--- src/rtl/mem2hexserial_pkg.sv ---
// rtl/mem2hexserial_pkg.sv - shared states, ASCII constants and index sizing for mem2hexserial
package mem2hexserial_pkg;

    typedef enum logic [2:0] {
        IDLE  = 3'd0,
        POP   = 3'd1,
        LATCH = 3'd2,
        SEND  = 3'd3,
        HOLD  = 3'd4
    } state_t;

    localparam logic [7:0] CR   = 8'h0D;
    localparam logic [7:0] LF   = 8'h0A;
    localparam logic [7:0] SP   = 8'h20;
    localparam logic [7:0] ZERO = 8'h30;

    // Bits needed to count 0 .. n-1 bytes within one line (at least 1).
    function automatic int idx_width(input int n);
        return (n <= 2) ? 1 : $clog2(n);
    endfunction

endpackage

--- src/rtl/hex_nibble_ascii.sv ---
// rtl/hex_nibble_ascii.sv - combinational 4-bit value to ASCII hex digit encoder
module hex_nibble_ascii
    import mem2hexserial_pkg::*;
#(
    parameter bit UPPERCASE = 1'b1
) (
    input  logic [3:0] i_nibble,
    output logic [7:0] o_ascii
);

    // 0-9 offset from '0'; 10-15 offset so that 10 lands on 'A' or 'a'.
    always_comb begin
        o_ascii = ZERO;
        if (i_nibble < 4'd10) begin
            o_ascii = ZERO + {4'h0, i_nibble};
        end else begin
            o_ascii = (UPPERCASE ? 8'h37 : 8'h57) + {4'h0, i_nibble};
        end
    end

endmodule

--- src/rtl/mem2hexserial.sv ---
// rtl/mem2hexserial.sv - renders ring buffer records as ASCII hex lines for uart_tx (optional MEM2HEXSERIAL_SEQ_EN line prefix)
module mem2hexserial
    import mem2hexserial_pkg::*;
#(
    parameter int DW        = 48,
    parameter bit UPPERCASE = 1'b1
) (
    input  logic          clock,
    input  logic          reset,
    input  logic          read_empty,
    output logic          read_clock_enable,
    input  logic [DW-1:0] read_data,
    input  logic          uart_ready,
    output logic          uart_clock_enable,
    output logic [7:0]    uart_data
);

    localparam int NDIG = DW / 4;
`ifdef MEM2HEXSERIAL_SEQ_EN
    localparam int PRE = 3;
`else
    localparam int PRE = 0;
`endif
    localparam int LINE_LEN = PRE + NDIG + 2;
    localparam int IW       = idx_width(LINE_LEN);

    state_t          r_state;
    state_t          w_next;
    logic [IW-1:0]   r_idx;
    logic [DW-1:0]   r_shift;
    logic [7:0]      r_uart_data;
    logic [3:0]      w_nibble;
    logic [7:0]      w_hex;
    logic [7:0]      w_byte;
    logic            w_last;
    logic            w_strobe;

`ifdef MEM2HEXSERIAL_SEQ_EN
    logic [7:0]      r_seq;
`endif

    assign w_last   = (r_idx == IW'(LINE_LEN - 1));
    assign w_strobe = (r_state == SEND) && uart_ready;

    assign read_clock_enable = (r_state == POP);
    assign uart_clock_enable = w_strobe;
    // Present the new byte in its strobe cycle, otherwise hold the last one sent.
    assign uart_data         = w_strobe ? w_byte : r_uart_data;

    // Choose which nibble feeds the encoder: sequence digits first, then the record MSB-first.
    always_comb begin
        w_nibble = r_shift[DW-1 -: 4];
`ifdef MEM2HEXSERIAL_SEQ_EN
        if (r_idx == IW'(0)) begin
            w_nibble = r_seq[7:4];
        end else if (r_idx == IW'(1)) begin
            w_nibble = r_seq[3:0];
        end
`endif
    end

    hex_nibble_ascii #(
        .UPPERCASE (UPPERCASE)
    ) u_hex (
        .i_nibble (w_nibble),
        .o_ascii  (w_hex)
    );

    // Select the byte at the current line position: hex digit, separator, CR or LF.
    always_comb begin
        w_byte = w_hex;
        if (r_idx == IW'(LINE_LEN - 2)) begin
            w_byte = CR;
        end else if (r_idx == IW'(LINE_LEN - 1)) begin
            w_byte = LF;
        end
`ifdef MEM2HEXSERIAL_SEQ_EN
        else if (r_idx == IW'(2)) begin
            w_byte = SP;
        end
`endif
    end

    // State register.
    always_ff @(posedge clock or negedge reset) begin
        if (!reset) begin
            r_state <= IDLE;
        end else begin
            r_state <= w_next;
        end
    end

    // Next-state: one record in flight, HOLD masks uart_tx's ready deassert latency.
    always_comb begin
        w_next = r_state;
        case (r_state)
            IDLE:    if (!read_empty) w_next = POP;
            POP:     w_next = LATCH;
            LATCH:   w_next = SEND;
            SEND:    if (uart_ready) w_next = HOLD;
            HOLD:    w_next = w_last ? IDLE : SEND;
            default: w_next = IDLE;
        endcase
    end

    // Record shift register, byte index and last-sent byte.
    always_ff @(posedge clock or negedge reset) begin
        if (!reset) begin
            r_idx       <= '0;
            r_shift     <= '0;
            r_uart_data <= 8'h00;
        end else begin
            if (r_state == LATCH) begin
                r_shift <= read_data;
                r_idx   <= '0;
            end else if (r_state == HOLD) begin
                if (!w_last) begin
                    r_idx <= r_idx + IW'(1);
                end
`ifdef MEM2HEXSERIAL_SEQ_EN
                if (r_idx >= IW'(PRE)) begin
                    r_shift <= {r_shift[DW-5:0], 4'h0};
                end
`else
                r_shift <= {r_shift[DW-5:0], 4'h0};
`endif
            end
            if (w_strobe) begin
                r_uart_data <= w_byte;
            end
        end
    end

`ifdef MEM2HEXSERIAL_SEQ_EN
    // Line sequence number advances once the LF has gone out, wrapping at 0xFF.
    always_ff @(posedge clock or negedge reset) begin
        if (!reset) begin
            r_seq <= 8'h00;
        end else if ((r_state == HOLD) && w_last) begin
            r_seq <= r_seq + 8'h01;
        end
    end
`endif

endmodule

--- config.mk ---
export PLATFORM = sky130hd
export DESIGN_NAME = mem2hexserial
export DESIGN_NICKNAME = d
export VERILOG_FILES = /design/src/rtl/mem2hexserial_pkg.sv /design/src/rtl/hex_nibble_ascii.sv /design/src/rtl/mem2hexserial.sv
export SDC_FILE = /design/constraint.sdc
export NUM_CORES = 1
export LEC_CHECK = 0
export BUFFER_PORTS_ARGS = -buffer_cell sky130_fd_sc_hd__buf_4
export CAP_MARGIN = 20
export CELL_PAD_IN_SITES_DETAIL_PLACEMENT = 1
export CELL_PAD_IN_SITES_GLOBAL_PLACEMENT = 2
export CORE_MARGIN = 1
export CORE_UTILIZATION = 35
export CTS_CLUSTER_DIAMETER = 80
export DETAILED_ROUTE_END_ITERATION = 16
export GPL_TIMING_DRIVEN = 0
export PLACE_DENSITY = 0.85
export SYNTH_ARGS = -nofsm -noshare
export SYNTH_HDL_FRONTEND = slang
export SYNTH_SLANG_ARGS = --single-unit
--- constraint.sdc ---
create_clock -name clock -period 2.1 [get_ports clock]
set_clock_uncertainty 0.2 [all_clocks]
set_input_delay 0.21 -clock clock [delete_from_list [all_inputs] [get_ports clock]]
set_output_delay 0.21 -clock clock [all_outputs]
set_load 0.03 [all_outputs]
==> flow_metrics.py <==
metrics = {
    "floorplan": {
        "die-area_mm2": 0.00913,
        "die_w_um": 95.6,
        "core_mm2": 0.00834,
        "num_io_pins": 62,
        "num_rows": 33,
        "die_h_um": 95.6,
        "start_util": 0.367,
    },
    "yosys": {
        "synth_cells": 287,
        "ys_warn_count": 0,
        "synthSimpleGateAreaFrac": 0.0539,
        "async_flop_share": 1.00,
        "synth_compound_area_frac": 0.199,
        "ys_seq_area_frac": 0.515,
        "ys_types": 33,
        "synth_top_family_by_area": "compound AO/OA/AOI/OAI gates",
        "syn-num-nets": 343,
        "synth.cell_area_mm2": 0.00306,
        "syn_avg_cell_area_um2": 10.7,
        "synth_fa_ha_area_frac": 0.0163,
        "ys_ff_latch": 63,
        "synthMuxAreaShare": 0.157,
        "synth_edf_count": 0,
        "synth_xor_area_frac": 0.00817,
        "synth_flop_cell": "dfrtp_1",
    },
    "timing": {
        "rsz0062_at_grt": "true",
        "drv_slew": 0,
        "finalCritPeriodShare": 1.01,
        "holdWs_ns": -0.000355,
        "setup_ws_ns": -0.0107,
        "hold_viol_final": 1,
        "setup_violations": 1,
        "max-slew-margin-rel": 0.440,
        "worst_pin_slew_ns": 0.840,
        "clock.fmax_mhz": 474,
        "period_needed_ns": 2.11,
    },
    "layout": {
        "nets": 473,
        "fill_cells": 899,
        "mostFrequentLayoutCell": "buf_4",
        "fin_area_mm2": 0.00460,
        "drive_gt1_frac": 0.320,
        "layout_common_cells": "buf_4, o21ai_0, dfrtp_1",
        "n_antenna_cell": 0,
        "area_growth_pct": 50.2,
    },
    "pwr": {
        "seqPwrFrac": 0.302,
        "p_sw_uw": 2710,
        "clkPwrFrac": 0.184,
        "p_int_uw": 4050,
        "finalPower_uw": 6750,
        "switching_share": 0.401,
        "combPwrFrac": 0.515,
        "p_per_area_mw_per_mm2": 1470,
        "leakage_uw": 0.00202,
        "ir_worst_vdd_v": 0.000550,
    },
    "setup_path": {
        "rr_endpoint": "r_shift[7]",
        "endpoint_kind": "output pin",
        "reg2reg_slack_ns": 0.14,
        "cp-start-kind": "flop",
        "critical_path_class": "reg2out",
        "cp.arrival_ns": 1.70,
        "worst-path-max-fanout": 3,
        "r2r-start": "r_state[1]",
        "reg2regPathDepth": 7,
        "required_ns": 1.69,
    },
    "placed_design": {
        "hpwl_um": 5600,
        "io_buffers": 61,
        "gp_congestion": 0.747,
        "placed_cell_area_mm2": 0.00366,
    },
    "detailed_routing": {
        "wl_um": 9060,
        "drtIter0Drc": 71,
        "ant_nets": 0,
        "vias": 2721,
        "wl_per_cell_um": 17.2,
        "drt-pass1-iter-count": 4,
        "drcViolationCount": 0,
        "vias_per_cell": 5.16,
    },
    "global_route": {
        "grt_max_degree": 64,
        "grtUsageTotal": 0.209,
        "antenna_found_initial": 0,
        "grt_overflow": 0,
        "grt_pass1_vias": 2988,
        "grt_pass1_wl_um": 14400,
    },
    "clocking": {
        "clock-sinks": 63,
        "h-tree-depth": 3,
        "clk_pin_slew_ns": 0.08,
        "insertion_delay_ns": 0.34,
        "cts-buffers-inserted": 9,
        "cts_tree": "built",
        "cts_buffer_depth": 2,
        "clock-root-buffer": "clkbuf_8",
    },
    "job": {
        "max-cap-violations": 0,
    },
    "worst_hold_path": {
        "hp-start": "read_data[28]",
        "min_path_type": "in2reg",
        "hold_depth": 3,
        "min_to": "r_shift[28]",
    },
    "run_status": {
        "status": "complete, but fails checks",
        "violations": "negative hold slack, negative setup slack",
    },
}
==> synth_stat cells, types with 2 or more instances <==
master,instances,area share
o21ai_1,20,0.033
buf_2,3,0.0049
buf_4,3,0.0074
mux2i_1,48,0.16
dfrtp_1,63,0.51
a22o_1,7,0.020
ha_1,4,0.016
o21ai_0,76,0.12
buf_8,2,0.0098
nand2b_1,2,0.0041
nor2_1,5,0.0061
o31ai_1,2,0.0049
nor3b_1,3,0.0074
nand2_1,4,0.0049
nand3_1,5,0.0082
inv_1,6,0.0074
clkbuf_1,13,0.016
and3_1,2,0.0041
a21oi_1,5,0.0082
==> layer usage <==
layer | vias up | track usage | wire length, um
met3 | 8 | 0.0343 | 177
met4 | 0 | 0.0597 | 69
met2 | 51 | 0.375 | 4810
li1 | 1294 | - | -
met1 | 1368 | 0.257 | 4000
met5 | - | 0 | 0
==> repair_timing <==
action / 4_1_cts / 5_1_grt
hold buffers: 44 / 0
gates resized for setup: 24 / 25
buffers inserted: 6 / 11
setup endpoints to repair: 9 / 28
endpoints found under the hold margin: 106 / 0
pin swaps: 4 / 5
==> power groups by stage <==
stage	Combinational (uW)	Sequential (uW)	Clock, uW
global route	3860	2100	1310
floorplan	2160	1930	0
detailed placement	2970	2040	0
global placement	2870	2010	0
finish	3480	2040	1240
CTS	3160	2030	1250
==> worst max-delay path: stages (launching register included) <==
cell	delay (ns)
dfrtp_2	0.40
nand4b_1	0.19
buf_4	0.18
inv_4	0.07
mux2i_2	0.27
o31ai_4	0.12
buf_6	0.15
==> worst max-delay path by stage <==
stage / end / slack, ns / start / depth (start not counted)
2_1_floorplan: r_uart_data[0] / -0.08 / r_state[2] / 3
3_3_place_gp: read_clock_enable / -0.15 / r_state[0] / 5
3_5_place_dp: read_clock_enable / -0.12 / r_state[0] / 5
4_1_cts: uart_data[0] / -0.005 / r_state[1] / 5
5_1_grt: uart_data[0] / -0.11 / r_state[2] / 6
6_report: uart_data[0] / -0.01 / r_state[2] / 6
==> flip-flops by register name, indices dropped and copies added, names as in the netlist <==
register,flops
r_shift,48
r_uart_data,8
r_idx,4
r_state,3
==> logic make-up after synthesis <==
logic type               after synthesis
adder cells (fa/ha/maj)                4
multiplexers                          48
flip-flops                            63
XOR/XNOR                               2
AND/OR/NAND/NOR                       28
buffers and inverters                 29
AO/OA/AOI/OAI                        113
==> cell type report <==
| class | instances | area (um2) | share of cell area |
|---|---|---|---|
| multi-input combinational | 195 | 1450 | 0.316 |
| buffer | 20 | 136 | 0.0296 |
| timing repair buffer | 122 | 1040 | 0.227 |
| clock inverter | 5 | 80.1 | 0.0174 |
| tap | 105 | 131 | 0.0285 |
| inverter | 6 | 25.0 | 0.00544 |
| clock buffer | 11 | 151 | 0.0329 |
| sequential | 63 | 1580 | 0.343 |
==> per-stage QoR <==
stage,hold slack (ns),std cells,setup TNS (ns),utilization,setup slack (ns)
floorplan,-0.286,287,-0.298,-,-0.0755
global placement,0.160,453,-0.276,0.438,-0.154
detailed placement,0.167,453,-0.263,0.438,-0.120
CTS,0.00926,517,-0.00513,0.530,-0.00513
global route,0.0261,527,-0.284,0.552,-0.113
finish,-0.000355,527,-0.0107,0.552,-0.0107
Power figures use the tool's default switching activity.
